## src/rtl/key_step_fsm_pkg.sv

```systemverilog
// -----------------------------------------------------------------------------
// key_step_fsm_pkg
// Shared definitions for the push-button step state machine:
//   - state type and state constants (3-bit binary, S0 = 0 .. S5 = 5)
//   - NUM_STATES and the per-key step sizes
//   - active-low 7-segment patterns (bit0 = a .. bit6 = g)
//   - add_mod6(): modular add used by the next-state logic
// -----------------------------------------------------------------------------
package key_step_fsm_pkg;

   typedef enum logic [2:0] {
      S0 = 3'd0,
      S1 = 3'd1,
      S2 = 3'd2,
      S3 = 3'd3,
      S4 = 3'd4,
      S5 = 3'd5
   } state_e;

   localparam int NUM_STATES = 6;

   // Plain constants used by the FSM so the state register can be an
   // ordinary 3-bit vector that is also able to hold the illegal codes 6/7.
   localparam logic [2:0] ST_S0 = 3'd0;
   localparam logic [2:0] ST_S1 = 3'd1;
   localparam logic [2:0] ST_S2 = 3'd2;
   localparam logic [2:0] ST_S3 = 3'd3;
   localparam logic [2:0] ST_S4 = 3'd4;
   localparam logic [2:0] ST_S5 = 3'd5;
   localparam logic [2:0] ST_LAST = ST_S5;

   // Step sizes, expressed modulo NUM_STATES (back by one == forward by five).
   localparam logic [2:0] STEP_FWD  = 3'd1;
   localparam logic [2:0] STEP_BACK = 3'd5;
   localparam logic [2:0] STEP_JUMP = 3'd2;

   // Active-low segments, bits g..a.
   localparam logic [6:0] SEG_0    = 7'b1000000;
   localparam logic [6:0] SEG_1    = 7'b1111001;
   localparam logic [6:0] SEG_2    = 7'b0100100;
   localparam logic [6:0] SEG_3    = 7'b0110000;
   localparam logic [6:0] SEG_4    = 7'b0011001;
   localparam logic [6:0] SEG_5    = 7'b0010010;
   localparam logic [6:0] SEG_DASH = 7'b0111111;

   // (s + d) mod 6 for s, d in 0..5. A single conditional subtract is
   // enough because the raw sum never exceeds 10.
   function automatic logic [2:0] add_mod6(input logic [2:0] s, input logic [2:0] d);
      logic [3:0] sum;
      sum = {1'b0, s} + {1'b0, d};
      if (sum >= 4'd6) begin
         sum = sum - 4'd6;
      end
      return sum[2:0];
   endfunction

endpackage

```

## src/rtl/key_step_fsm_seg7_decoder.sv

```systemverilog
// -----------------------------------------------------------------------------
// seg7_decoder
// Combinational decode of a 3-bit value to an active-low 7-segment pattern.
//   value_i : 3-bit value; 0..5 show the digit, 6 and 7 show a dash
//   seg_o   : segments, bit0 = a .. bit6 = g, active-low
// -----------------------------------------------------------------------------
module seg7_decoder
   import key_step_fsm_pkg::*;
(
   input  logic [2:0] value_i,
   output logic [6:0] seg_o
);

   always_comb begin
      seg_o = SEG_DASH;
      case (value_i)
         3'd0:    seg_o = SEG_0;
         3'd1:    seg_o = SEG_1;
         3'd2:    seg_o = SEG_2;
         3'd3:    seg_o = SEG_3;
         3'd4:    seg_o = SEG_4;
         3'd5:    seg_o = SEG_5;
         default: seg_o = SEG_DASH;
      endcase
   end

endmodule

```

## src/rtl/key_step_fsm.sv

```systemverilog
// -----------------------------------------------------------------------------
// key_step_fsm
// Six-state Moore machine (S0..S5) stepped by three push buttons, with the
// current state shown as a digit on one 7-segment display.
//
// Parameters:
//   SYNC_STAGES : synchroniser depth on KEY[2:0], legal values 2..3
// Ports:
//   CLOCK_50 : 50 MHz system clock, rising edge
//   KEY[3]   : synchronous active-high reset (sampled directly, no sync)
//   KEY[0]   : step forward  (+1 mod 6)
//   KEY[1]   : step back     (-1 mod 6)
//   KEY[2]   : jump          (+2 mod 6)
//   HEX0     : active-low segments, bit0 = a .. bit6 = g
//
// Each key gives one action per rising edge of its synchronised level; a
// held key acts once. When several keys rise in the same cycle KEY0 wins
// over KEY1 over KEY2 and the losing edges are discarded.
// -----------------------------------------------------------------------------
module key_step_fsm
   import key_step_fsm_pkg::*;
#(
   parameter int SYNC_STAGES = 2
) (
   input  logic       CLOCK_50,
   input  logic [3:0] KEY,
   output logic [6:0] HEX0
);

   logic       clk;
   logic       srst;
   logic [2:0] sync_level;
   logic [2:0] prev_q;
   logic [2:0] prev_d;
   logic [2:0] press;
   logic [2:0] state_q;
   logic [2:0] state_d;

   assign clk  = CLOCK_50;
   assign srst = KEY[3];

   // -------------------------------------------------------------------------
   // Per-key synchroniser chain. KEY enters at bit 0 and the settled level is
   // taken from the top bit.
   // -------------------------------------------------------------------------
   generate
      for (genvar gi = 0; gi < 3; gi++) begin : g_sync
         logic [SYNC_STAGES-1:0] chain_q;
         logic [SYNC_STAGES-1:0] chain_d;

         assign chain_d = {chain_q[SYNC_STAGES-2:0], KEY[gi]};

         always_ff @(posedge clk) begin
            if (srst) begin
               chain_q <= '0;
            end else begin
               chain_q <= chain_d;
            end
         end

         assign sync_level[gi] = chain_q[SYNC_STAGES-1];
      end
   endgenerate

   // -------------------------------------------------------------------------
   // Edge detect: one-cycle press pulse on each rising synchronised level.
   // prev always tracks the level, so edges that lose arbitration are
   // consumed rather than deferred.
   // -------------------------------------------------------------------------
   assign prev_d = sync_level;
   assign press  = sync_level & ~prev_q;

   always_ff @(posedge clk) begin
      if (srst) begin
         prev_q <= '0;
      end else begin
         prev_q <= prev_d;
      end
   end

   // -------------------------------------------------------------------------
   // Next-state logic. Illegal codes recover to S0 before any key is looked
   // at; otherwise the highest-priority press picks the step size.
   // -------------------------------------------------------------------------
   always_comb begin
      state_d = state_q;
      if (state_q > ST_LAST) begin
         state_d = ST_S0;
      end else if (press[0]) begin
         state_d = add_mod6(state_q, STEP_FWD);
      end else if (press[1]) begin
         state_d = add_mod6(state_q, STEP_BACK);
      end else if (press[2]) begin
         state_d = add_mod6(state_q, STEP_JUMP);
      end
   end

   always_ff @(posedge clk) begin
      if (srst) begin
         state_q <= ST_S0;
      end else begin
         state_q <= state_d;
      end
   end

   // Display is a pure decode of the state register: no added latency.
   seg7_decoder u_seg7 (
      .value_i (state_q),
      .seg_o   (HEX0)
   );

endmodule

```

## config.mk

```make
export PLATFORM = sky130hd
export DESIGN_NAME = key_step_fsm
export DESIGN_NICKNAME = d
export VERILOG_FILES = /design/src/rtl/key_step_fsm_pkg.sv /design/src/rtl/key_step_fsm_seg7_decoder.sv /design/src/rtl/key_step_fsm.sv
export SDC_FILE = /design/constraint.sdc
export NUM_CORES = 1
export LEC_CHECK = 0
export CAP_MARGIN = 20
export CORE_MARGIN = 1
export CORE_UTILIZATION = 51
export DETAILED_ROUTE_END_ITERATION = 16
export HOLD_SLACK_MARGIN = 0.15
export PLACE_DENSITY = 0.76
export SYNTH_ARGS = -nofsm -noshare
export SYNTH_HDL_FRONTEND = slang
export SYNTH_SLANG_ARGS = --single-unit
```

## constraint.sdc

```tcl
create_clock -name CLOCK_50 -period 2.4 [get_ports CLOCK_50]
set_input_delay 0.48 -clock CLOCK_50 [delete_from_list [all_inputs] [get_ports CLOCK_50]]
set_output_delay 0.48 -clock CLOCK_50 [all_outputs]
set_load 0.02 [all_outputs]
```

==> impl.org, run 1 <==
** Cells and area
- Antenna cells :: 0
- Final instance area :: between 900 and 1000 µm²
- Net count reported at finish :: 122
- The finished layout holds 120 standard cells, fillers aside.
- Final Util :: 0.694
- The area growth from synthesis to layout is 23.4%.
- Share of post-route cells with drive strength above 1 :: 0.152

** Logic synthesis
- Count of different cell masters after synthesis :: 26
- After synthesis, the mean cell area works out to ~8.6 µm².
- Counting every net in the synthesized netlist gives between 100 and 150.
- The mapped netlist covers 759 µm².
- Synthesis-stage register bit count :: 12
- The Yosys step of the flow raised 0 warnings.
- Fraction of the yosys area taken by sequential cells :: 0.316
- Synthesis handed over a netlist of slightly below 90 instances.

** Routing
- After detailed routing, the number of remaining DRC violations is 0.
- Remaining antenna violation count :: 0
- The detailed router finished its first iteration with 24 violations.
- In the final routed layout, each cell accounts on average for ~11 µm.
- The first TritonRoute pass finished after 4 iterations.
- The final route contains 652 vias.
- The routed design has ~1400 µm of wire.
- Dividing the detail-routed via count by the number of cells gives between 5 and 6.

** Timing
- Final cycle utilization of the critical path :: 0.954
- Period minus WS final :: ~2.3 ns
- Minimum hold slack :: approximately 0.44 ns
- Number of endpoints with negative hold slack in the final report :: 0
- Setup repair after global routing left no endpoint under its margin.
- Based on the critical path, the design can be clocked at up to 0.437 GHz.
- Number of endpoints failing setup at the final stage :: 0
- Headroom to the max-slew limit came out at 0.787.
- Adding up every negative setup slack in the final design gives 0 ns.
- For the pin with the worst max-slew slack, the measured transition is between 0.3 and 0.4 ns.
- The clock arrives with about 0.0032 ns of skew.
- Setup slack on the critical path of the routed design comes to roughly 0.11 ns.
- The number of pins exceeding their max-slew limit in the final report was 0.

** Global routing
- For this run, the total global-route usage over all layers was measured as 0.197.
- The number of global-route vias before repair is ~530.
- The first global-routing pass estimated ~2100 µm of wire.
- Number of antenna violations at the first check in global routing :: 0
- Pin count of the biggest net entering global routing :: 11
- Summed over all layers, the global routing overflow is 0.

** Clocking
- TritonCTS built the clock tree.
- Buffers inserted to repair hold after CTS numbered 0.
- After clock tree synthesis, the clock-pin slew on the worst setup and hold paths is ~0.07 ns.
- Number of buffers inserted during clock tree synthesis :: 3
- CTS built an H-tree with a depth of 1.
- The number of setup buffers added after CTS is 0.
- Root buffer selected by CTS :: clkbuf_4
- Buffer depth of the longest clock path :: 2
- Clock tree synthesis found a total of 12 sinks.
- Clock latency on the worst-skew pair, taken at its later pin, is roughly 0.26 ns.

** Setup path
- WP data required :: between 1.5 and 2 ns
- The critical path starts at state_q[0]$_SDFFE_PP0P_.
- Worst endpoint data arrival time :: 1.81 ns
- Top fanout value on the critical path :: 7
- The worst setup path is launched from a flop.
- Endpoint kind of the worst setup timing path :: output pin
- The startpoint identified for the worst register-to-register timing path is state_q[0]$_SDFFE_PP0P_.
- The number of cells on the worst reg-to-reg path is 6.
- The critical path is of the reg -> out type.

** Die
- The die covers between 1500 and 2000 µm².
- Die Y :: 40.6 µm
- Starting Density :: 0.563
- Number of placement rows :: 13
- The floorplan step defined a core boundary enclosing between 1000 and 1500 µm².
- From left edge to right edge, the die measures about 41 µm.
- Pin placement for this block handled 12 I/O pins.

** Worst hold path
- Startpoint of the worst hold path :: g_sync[1].chain_q[0]$_SDFF_PP0_
- Min-delay worst type :: reg -> reg
- Hold Crit Depth :: 1

** Placed design
- The placed instances occupy a cell area of 913 µm².
- The number of placed instances, taps included, is roughly 120.
- Place WS :: around 0.0076 ns
- Final weighted congestion of routability-driven global placement :: between 0.8 and 0.9
- The count of buffers added on input and output ports is 11.
- After legalization and detailed placement, the total HPWL measured around 1100 µm.

** Status
- The run finished with clean final reports.

** Pwr
- Worst IR drop on VDD :: around 0.00035 V
- Leakage power :: ~0.42 nW
- Power spread over the standard cell area amounts to around 600 nW/µm².
- After layout, the design draws a total of around 0.57 mW.

** Job
- Total of max-cap violations :: 0
registers in the layout, indices dropped and copies added (netlist names):
signal / count
g_sync.chain_q: 6
prev_q: 3
state_q: 3
layout make-up:
type | count | area, µm²
flip-flops and latches | 12 | 245
clock buffers | 3 | 22.5
well taps | 15 | 18.8
multi-input cells | 69 | 490
fillers | 120 | 413
inverters | 5 | 18.8
repair buffers | 16 | 141
report_power, final:
group	total [mW]	switching (mW)	internal, mW
registers	0.221	0.00992	0.211
clock network	0.118	0.0597	0.0578
logic	0.230	0.127	0.102
cell usage after synthesis:
master / number / area [µm²]
dfxtp_1: 12 / 240
nor2_1: 12 / 45.0
nor2b_1: 11 / 68.8
ha_1: 10 / 125
a21oi_1: 6 / 30.0
inv_1: 5 / 18.8
nand2_1: 5 / 18.8
nand2b_1: 4 / 25.0
nand4_1: 3 / 18.8
nor3_1: 3 / 15.0
or3_1: 2 / 12.5
a2111oi_4: 1 / 27.5
a211o_1: 1 / 8.76
a211oi_1: 1 / 7.51
a21o_1: 1 / 7.51
and2_1: 1 / 6.26
buf_2: 1 / 5.00
buf_4: 1 / 7.51
nand2b_4: 1 / 13.8
nand3_1: 1 / 5.00
o21ai_0: 1 / 5.00
o21ai_2: 1 / 8.76
o221a_2: 1 / 11.3
o2bb2ai_1: 1 / 8.76
o311a_1: 1 / 10.0
xnor2_1: 1 / 8.76
worst paths after layout:
check	endpoint	slack, ns
worst max-delay path	HEX0[5]	0.11
worst min-delay path	g_sync[1].chain_q[1]$_SDFF_PP0_	0.44
worst max register to register	state_q[1]$_SDFFE_PP0P_	0.59
worst min register to register	g_sync[1].chain_q[1]$_SDFF_PP0_	0.44
logic make-up after synthesis:
family          share of synthesized area
fa+ha+maj                           0.165
buf+inv                            0.0412
simple gates                        0.301
flops                               0.316
xor+xnor                           0.0115
compound gates                      0.165
what timing repair did:
| action | CTS | global route |
|---|---|---|
| endpoints found under the hold margin | 0 | 0 |
| setup endpoints to repair | 6 | 4 |
| gates resized for setup | 7 | 6 |
placed cells by master (no fill, tap or decap), drive strengths merged:
master         instances
buf                    5
dlygate4sd2            3
a2111oi                1
clkbuf                 4
nor2b                 11
o2bb2ai                1
nand3                  1
a211o                  1
o311a                  1
nand2b                 5
dfxtp                 12
a21o                   1
clkdlybuf4s15          1
nand2                  5
a211oi                 1
o221a                  1
dlymetal6s2s           1
ha                    10
a21oi                  6
xnor2                  1
nor2                  12
and2                   1
o21ai                  2
inv                    5
nand4                  3
or3                    2
nor3                   3
clkdlybuf4s50          5
routing by layer:
metal	vias to the layer above	global-route usage	routed length, µm
met4	0	0.100	12
met2	23	0.341	711
met1	294	0.239	574
li1	333	-	-
met5	-	0	0
met3	2	0.0167	77
critical path: stages (launching register included):
cell and delay, ns:
dfxtp_2 0.39, inv_1 0.11, ha_1 0.24, nor2_1 0.10
nor2_1 0.06, or3_1 0.33, dlygate4sd2_1 0.32
Power figures use the tool's default switching activity.
==> run 2: changes to the inputs <==
- SLEW_MARGIN: not set -> 10
==> results of run 2 <==
No change in the layout: final DEF, timing and power equal those of run 1.
